`config.mk`:
```
export PLATFORM = sky130hd
export DESIGN_NAME = basys3_input_frame_tx_flat
export DESIGN_NICKNAME = d
export VERILOG_FILES = /design/src/rtl/basys3_input_frame_tx_if.sv /design/src/rtl/basys3_input_frame_tx.sv /design/src/flat_wrapper.sv
export SDC_FILE = /design/constraint.sdc
export NUM_CORES = 1
export LEC_CHECK = 0
export CELL_PAD_IN_SITES_DETAIL_PLACEMENT = 1
export CELL_PAD_IN_SITES_GLOBAL_PLACEMENT = 1
export CORE_MARGIN = 2
export CORE_UTILIZATION = 48
export CTS_CLUSTER_DIAMETER = 30
export DETAILED_ROUTE_END_ITERATION = 16
export GPL_TIMING_DRIVEN = 0
export PLACE_DENSITY_LB_ADDON = 0.1
export SLEW_MARGIN = 15
export SYNTH_ARGS = -nofsm -noshare
export SYNTH_HDL_FRONTEND = slang
export SYNTH_SLANG_ARGS = --single-unit
export TNS_END_PERCENT = 10
```
`constraint.sdc`:
```
create_clock -name clk -period 5 [get_ports clk]
set_input_delay 0.75 -clock clk [delete_from_list [all_inputs] [get_ports clk]]
set_output_delay 0.75 -clock clk [all_outputs]
set_load 0.01 [all_outputs]
```
`src/rtl/basys3_input_frame_tx_if.sv`:
```
// Character stream from the frame encoder to the board UART transmitter.
// The master offers tx_data/tx_valid, and the slave accepts a character by raising tx_ready.
interface basys3_input_frame_tx_if #(
  parameter int DATA_WIDTH = 8
);
  logic [DATA_WIDTH-1:0] tx_data;
  logic                  tx_valid;
  logic                  tx_ready;

  modport master (
    output tx_data,
    output tx_valid,
    input  tx_ready
  );

  modport slave (
    input  tx_data,
    input  tx_valid,
    output tx_ready
  );
endinterface

```
`src/rtl/basys3_input_frame_tx.sv`:
```
// Samples the Basys3 switches and buttons and streams a 10-character ASCII frame
// ("S" + 4 hex + "B" + 2 hex + CR LF) to the UART when the inputs change or the refresh timer expires.
module basys3_input_frame_tx #(
  parameter int DATA_WIDTH     = 8,
  parameter int SWITCH_COUNT   = 16,
  parameter int BUTTON_COUNT   = 5,
  parameter int REFRESH_CYCLES = 5_000_000
) (
  input  logic                    clk,
  input  logic                    reset_n,
  input  logic                    ena,
  input  logic [SWITCH_COUNT-1:0] switch_data,
  input  logic [BUTTON_COUNT-1:0] button_data,
  basys3_input_frame_tx_if.master tx,
  output logic                    busy,
  output logic                    frame_sent
);

  localparam int TW = (REFRESH_CYCLES > 2) ? $clog2(REFRESH_CYCLES) : 1;
  localparam logic [TW-1:0] TIMER_MAX = TW'(REFRESH_CYCLES - 1);
  localparam logic [3:0]    LAST_IDX  = 4'd9;

  typedef enum logic {IDLE, SEND} state_t;

  state_t                    state, state_d;
  logic [SWITCH_COUNT-1:0]   sw_s1, sw_s2, sw_snap, sw_snap_d;
  logic [BUTTON_COUNT-1:0]   btn_s1, btn_s2, btn_snap, btn_snap_d;
  logic [SWITCH_COUNT+BUTTON_COUNT-1:0] last_sent, last_sent_d;
  logic [3:0]                idx, idx_d;
  logic [TW-1:0]             timer, timer_d;
  logic                      first_flag, first_flag_d;
  logic [DATA_WIDTH-1:0]     tx_data_q, tx_data_d;
  logic                      tx_valid_q, tx_valid_d;
  logic                      frame_sent_q, frame_sent_d;
  logic                      trigger;

  function automatic logic [7:0] hex_char(input logic [3:0] n);
    logic [7:0] c;
    c = (n < 4'd10) ? (8'h30 + {4'h0, n}) : (8'h37 + {4'h0, n});
    return c;
  endfunction

  function automatic logic [7:0] frame_char(input logic [3:0] i,
                                            input logic [15:0] sw,
                                            input logic [4:0]  btn);
    logic [7:0] c;
    case (i)
      4'd0:    c = 8'h53;
      4'd1:    c = hex_char(sw[15:12]);
      4'd2:    c = hex_char(sw[11:8]);
      4'd3:    c = hex_char(sw[7:4]);
      4'd4:    c = hex_char(sw[3:0]);
      4'd5:    c = 8'h42;
      4'd6:    c = hex_char({3'b000, btn[4]});
      4'd7:    c = hex_char(btn[3:0]);
      4'd8:    c = 8'h0D;
      default: c = 8'h0A;
    endcase
    return c;
  endfunction

  always_ff @(posedge clk or negedge reset_n) begin
    if (!reset_n) begin
      sw_s1  <= '0;
      sw_s2  <= '0;
      btn_s1 <= '0;
      btn_s2 <= '0;
    end else if (ena) begin
      sw_s1  <= switch_data;
      sw_s2  <= sw_s1;
      btn_s1 <= button_data;
      btn_s2 <= btn_s1;
    end
  end

  assign trigger = first_flag || ({sw_s2, btn_s2} != last_sent) || (timer == TIMER_MAX);

  always_comb begin
    state_d      = state;
    sw_snap_d    = sw_snap;
    btn_snap_d   = btn_snap;
    last_sent_d  = last_sent;
    idx_d        = idx;
    timer_d      = timer;
    first_flag_d = first_flag;
    tx_data_d    = tx_data_q;
    tx_valid_d   = tx_valid_q;
    frame_sent_d = 1'b0;
    unique case (state)
      IDLE: begin
        if (trigger) begin
          sw_snap_d    = sw_s2;
          btn_snap_d   = btn_s2;
          idx_d        = '0;
          timer_d      = '0;
          first_flag_d = 1'b0;
          tx_valid_d   = 1'b1;
          tx_data_d    = 8'h53;
          state_d      = SEND;
        end else begin
          timer_d = timer + 1'b1;
        end
      end
      SEND: begin
        timer_d = '0;
        if (tx_valid_q && tx.tx_ready) begin
          if (idx == LAST_IDX) begin
            tx_valid_d   = 1'b0;
            frame_sent_d = 1'b1;
            last_sent_d  = {sw_snap, btn_snap};
            state_d      = IDLE;
          end else begin
            idx_d     = idx + 4'd1;
            tx_data_d = frame_char(idx + 4'd1, sw_snap, btn_snap);
          end
        end
      end
      default: state_d = IDLE;
    endcase
  end

  // frame_sent is cleared rather than held while disabled, so a freeze cannot stretch the pulse
  always_ff @(posedge clk or negedge reset_n) begin
    if (!reset_n) begin
      state        <= IDLE;
      sw_snap      <= '0;
      btn_snap     <= '0;
      last_sent    <= '0;
      idx          <= '0;
      timer        <= '0;
      first_flag   <= 1'b1;
      tx_data_q    <= '0;
      tx_valid_q   <= 1'b0;
      frame_sent_q <= 1'b0;
    end else if (ena) begin
      state        <= state_d;
      sw_snap      <= sw_snap_d;
      btn_snap     <= btn_snap_d;
      last_sent    <= last_sent_d;
      idx          <= idx_d;
      timer        <= timer_d;
      first_flag   <= first_flag_d;
      tx_data_q    <= tx_data_d;
      tx_valid_q   <= tx_valid_d;
      frame_sent_q <= frame_sent_d;
    end else begin
      frame_sent_q <= 1'b0;
    end
  end

  assign tx.tx_data  = tx_data_q;
  assign tx.tx_valid = tx_valid_q;
  assign busy        = (state == SEND);
  assign frame_sent  = frame_sent_q && ena;

endmodule

```
`src/flat_wrapper.sv`:
```
// flat-port wrapper written by rule: the top's interface ports become plain ports
module basys3_input_frame_tx_flat 
#(
  parameter int DATA_WIDTH     = 8,
  parameter int SWITCH_COUNT   = 16,
  parameter int BUTTON_COUNT   = 5,
  parameter int REFRESH_CYCLES = 5_000_000
)
  (clk, reset_n, ena, switch_data, button_data, busy, frame_sent, tx_tx_data, tx_tx_valid, tx_tx_ready);
  basys3_input_frame_tx_if #(.DATA_WIDTH(DATA_WIDTH)) tx_i ();
  input  logic clk;
  input  logic reset_n;
  input  logic ena;
  input  logic [SWITCH_COUNT-1:0] switch_data;
  input  logic [BUTTON_COUNT-1:0] button_data;
  output logic busy;
  output logic frame_sent;
  output wire logic [$bits(tx_i.tx_data)-1:0] tx_tx_data;
  output wire logic [$bits(tx_i.tx_valid)-1:0] tx_tx_valid;
  input wire logic [$bits(tx_i.tx_ready)-1:0] tx_tx_ready;
  assign tx_tx_data = tx_i.tx_data;
  assign tx_tx_valid = tx_i.tx_valid;
  assign tx_i.tx_ready = tx_tx_ready;
  basys3_input_frame_tx #(.DATA_WIDTH(DATA_WIDTH), .SWITCH_COUNT(SWITCH_COUNT), .BUTTON_COUNT(BUTTON_COUNT), .REFRESH_CYCLES(REFRESH_CYCLES)) u_core (.clk(clk), .reset_n(reset_n), .ena(ena), .switch_data(switch_data), .button_data(button_data), .tx(tx_i), .busy(busy), .frame_sent(frame_sent));
endmodule
```
**Word level (Yosys, flattened, before mapping)**

Index checks and enable logic that the tools add are counted.

- Register bits after elaboration: 123
- Logic and storage cells: 85

- Eq/ne operators: 15
- Multiplexer cells: 28
- Reductions and logical operators: 9
- Bitwise gates (word level): 1
- $lt $le $gt $ge: 5
- Add/subtract/negate cells: 13

Operator list:

| operator | number |
|---|---|
| $pmux W8 S9 | 1 |
| $add A6 B4 Y7 const A | 10 |
| $mux W8 | 8 |
| $pmux W23 S2 | 1 |
| $add A23 B1 Y23 const B | 1 |
| $eq A23 B23 Y1 const B | 1 |
| $mux W23 | 1 |
| $ne A21 B21 Y1 | 1 |
| $lt A4 B4 Y1 const B | 5 |
| $eq A4 B3 Y1 const B | 4 |
| $pmux W8 S2 | 1 |
| $mux W4 | 3 |
| $reduce_and A4 Y1 | 3 |
| $mux W1 | 10 |
| $eq A4 B2 Y1 const B | 2 |
| $eq A4 B4 Y1 const B | 2 |
| $pmux W4 S2 | 1 |
| $add A6 B1 Y7 const A | 1 |
| $ne A2 B2 Y1 const B | 3 |
| $add A4 B1 Y4 const B | 1 |
| $eq A4 B1 Y1 const B | 1 |
| $logic_not A4 Y1 | 1 |
| $pmux W1 S2 | 2 |
| $reduce_and A3 Y1 | 1 |
| 4 further kinds | 6 |

**Logic depth before layout (Yosys ltp)**

- Word-level depth: 6
- Depth in mapped cells: 8
- Mapped depth without buffers: 7

**Worst setup path before layout**

Ideal clock, no wire load.

- Kind: input to output
- Start point: input port ena
- End point: output port frame_sent
- Arrival time: 1582 ps
- Data required time: 4250 ps
- Stages on the path: 3
- Setup slack: 2668 ps
- Path through: buf_1 > clkbuf_1 > and2_1

- Cells in the longest elaborated chain, start to end: 1

RTL lines:

| element | RTL line | source |
|---|---|---|
| start: declaration | flat_wrapper.sv:13 | `input logic ena;` |
| $logic_and A1 B1 Y1 | basys3_input_frame_tx.sv:154 | `assign frame_sent = frame_sent_q && ena;` |
| end: declaration | flat_wrapper.sv:17 | `output logic frame_sent;` |

No other way between the ends.

**Final worst setup path**

Ends and elaborated chain as after synthesis.

==> reports/results.tsv <==
stage	metric	value	unit
place	dp_hpwl	11.0	mm
critical_path	startpoint_type	primary input	
final_layout	antenna_cells	0	
detailed_routing	vias_per_cell	5.65	
timing	timing.final.hold_violations	0	
synthesis	syn_area	6310	um^2
grt	grt_pass1_wl	25.6	mm
timing	fin_crit_sh	79.2	%
floorplan	row_count	41	
critical_path	endpoint_kind	output pin	
final_layout	layout-drive-gt1-share	20.9	%
critical_path	cp_max_fo	10	
grt	grt_max_degree	72	
detailed_routing	wirelength	15.5	mm
synthesis	synthCells	554	
critical_path	critPathArrivalTime	3.21	ns
synthesis	ys_seq_area_share	48.4	%
run	maxCapViolations	0	
grt	antenna_found_initial	0	
floorplan	num_io_pins	36	
clock_tree	clock_latency	0.42	ns
clock_tree	post_cts_buffers	0	
detailed_routing	route.detailed.drc	0	
critical_path	rrSetupSlack	2.18	ns
timing	min_period	3.96	ns
floorplan	die_w	119	um
pwr	p_leak	3.17	nW
timing	timing.hold.ws	0.290	ns
hold_path	hp-class	primary input to asynchronous set/reset pin	
critical_path	r2r-end	u_core.tx.tx_data[3]	
clock_tree	cts_tree	done	
floorplan	coreArea	12700	um^2
critical_path	worst_r2r_path_depth	7	
timing	finClkSkew	0.0109	ns
synthesis	ys.warnings.count	0	
final_layout	area_delta_synth_final	18.1	%
synthesis	synth_simple_gate_area_share	11.3	%
detailed_routing	initialDrtViolationCount	262	
detailed_routing	wire_per_inst	19.6	um
critical_path	regToRegStartpoint	u_core.idx[0]	
synthesis	synth.area.mux_share	17.1	%
place	io_buffers	34	
detailed_routing	vias	4479	
clock_tree	cts_resized	0	
status	status	complete, no violations	
floorplan	fp.dieH	119	um
clock_tree	clk_pin_slew_worst_paths	0.05	ns
timing	setup_viol_count_final	0	
timing	rsz0062_at_grt	no	
clock_tree	htreeDepth	4	
detailed_routing	antenna_left	0	
final_layout	nFillCells	1354	
final_layout	nets	644	
critical_path	path_class	primary input to output pin	
pwr	p_per_area	513	nW/um^2
synthesis	synth_xor_area_share	6.38	%
timing	worst_slew_pin_slew	0.742	ns
synthesis	syn-num-nets	590	
clock_tree	cts_root_buffer	clkbuf_16	
synthesis	synth_compound_area_share	10.8	%
timing	relSlewSlack	50.6	%
floorplan	initial_core_util	49.6	%
pwr	peakVddDrop	265	uV
clock_tree	cts_sinks	122	
synthesis	synth_ff_type	dfrtp_1	
timing	slew_viol_final	0	
synthesis	synth_cell_types	61	
clock_tree	cts_hold_buf	0	
synthesis	synth_top_family_by_area	multiplexers	
synthesis	synth_edf_count	0	
place	gp_congestion	0.861	
synthesis	synth-adder-area-share	2.18	%
grt	grt_pass1_vias	4811	
grt	grt_overflow_total	0	
synthesis	synth_seq_cells	122	
synthesis	async_flop_share	100	%
detailed_routing	dr.pass1.iters	4	
critical_path	required	4.25	ns
pwr	power.total	3.83	mW
synthesis	postSynthAreaPerCell	11.4	um^2
timing	fmax	0.253	GHz
clock_tree	clk_path_buf_depth	2	
floorplan	die_area	14100	um^2
grt	grtUsageTotal	23.4	%
clock_tree	cts_buffers	17	
[cells in the mapped netlist (11+ instances only)]
cell	n	share of area (%)
clkbuf_1	23	1.4
dfrtp_1	121	48
ha_1	11	2.2
inv_1	26	1.5
mux2_2	67	12
mux2_4	18	4.3
nand2_1	25	1.5
nand3_1	13	1.0
nor2_1	29	1.7
nor4_1	12	1.2
o21ai_0	22	1.7
xnor2_1	20	2.8
xor2_1	26	3.6
[how the worst max path moves through the flow]
stage | from | endpoint | slack (ns) | cells past startpoint
finish | ena | frame_sent | 1.04 | 5
floorplan | ena | frame_sent | 2.67 | 3
CTS | ena | frame_sent | 1.05 | 5
detailed placement | ena | frame_sent | 1.08 | 5
global route | ena | frame_sent | 0.94 | 5
global placement | reset_n | u_core.timer[19] | -1.58 | 1
[power breakdown]
group / internal [mW] / switching [mW] / total (mW)
Combinational: 0.589 / 0.655 / 1.24
Clock: 0.732 / 0.424 / 1.16
Sequential: 1.20 / 0.225 / 1.43
Total: 2.53 / 1.30 / 3.83
[worst max-delay path, cell delays in order]
cell	delay (ns)
clkdlybuf4s50_1	0.58
buf_1	0.60
clkbuf_1	0.49
and2_1	0.24
clkdlybuf4s50_1	0.55
[stage by stage]
step / setup TNS (ns) / util [%] / instances / worst slack (ns) / cell area (um^2)
after floorplan: 0 / - / 554 / 2.67 / 6310
after global placement: -189.44 / 54.0 / 760 / -1.58 / 6870
after detailed placement: 0 / 54.2 / 761 / 1.08 / 6900
after CTS: 0 / 58.6 / 793 / 1.05 / 7460
after global routing: 0 / 58.6 / 793 / 0.935 / 7460
final: 0 / 58.6 / 793 / 1.04 / 7460
[logic make-up after synthesis]
logic type / Yosys count
simple gates: 132
flops: 122
compound gates: 95
mux: 89
buf+inv: 58
xor+xnor: 46
fa+ha+maj: 11
other cells: 1
[final cells by class]
class	instances	area (um^2)	share of cell area [%]
repair buffers	35	369	4.95
flip-flops and latches	122	3050	40.9
clock inverters	7	65.1	0.872
well taps	172	215	2.88
inverters	28	105	1.41
clock buffers	25	495	6.64
plain buffers	30	141	1.90
multi-input cells	374	3010	40.4
[layout by cell type (no fill, tap or decap), types with 6 or more instances in the layout]
cell | synthesis | routed
nor2b_1 | 6 | 6
a31oi_1 | 6 | 6
o211ai_1 | 9 | 9
inv_1 | 26 | 26
nor3_1 | 10 | 10
nor2_1 | 29 | 29
mux2_2 | 67 | 67
clkbuf_1 | 23 | 27
xor2_1 | 26 | 26
nor4_1 | 12 | 12
o22ai_1 | 9 | 9
o21ai_0 | 22 | 22
nand2_1 | 25 | 25
clkdlybuf4s50_1 | 0 | 33
nand3_1 | 13 | 13
a21oi_1 | 8 | 8
ha_1 | 11 | 11
dfrtp_1 | 121 | 121
xnor2_1 | 20 | 20
mux2_4 | 18 | 18
clkbuf_16 | 0 | 17
[state kept, by name, indices dropped and copies added (netlist names)]
name                 cells
u_core.timer            23
u_core.sw_s2            16
u_core.idx               4
u_core.sw_snap          16
u_core.sw_s1            16
u_core.first_flag        1
u_core.frame_sent_q      1
u_core.btn_s1            5
u_core.busy              1
u_core.last_sent        21
u_core.tx.tx_data        7
u_core.btn_snap          5
u_core.btn_s2            5
u_core.tx.tx_valid       1
[routing by layer]
| layer | track usage [%] | part of all wire, % | vias up | routed length [um] |
|---|---|---|---|---|
| met3 | 4.39 | 2.7 | 28 | 422 |
| met2 | 37.6 | 48 | 80 | 7530 |
| met5 | 0 | 0 | - | 0 |
| met1 | 31.2 | 46 | 2265 | 7190 |
| met4 | 9.08 | 2.6 | 0 | 397 |
| li1 | - | - | 2106 | - |
Note: power is estimated with default switching activity, not from simulation.
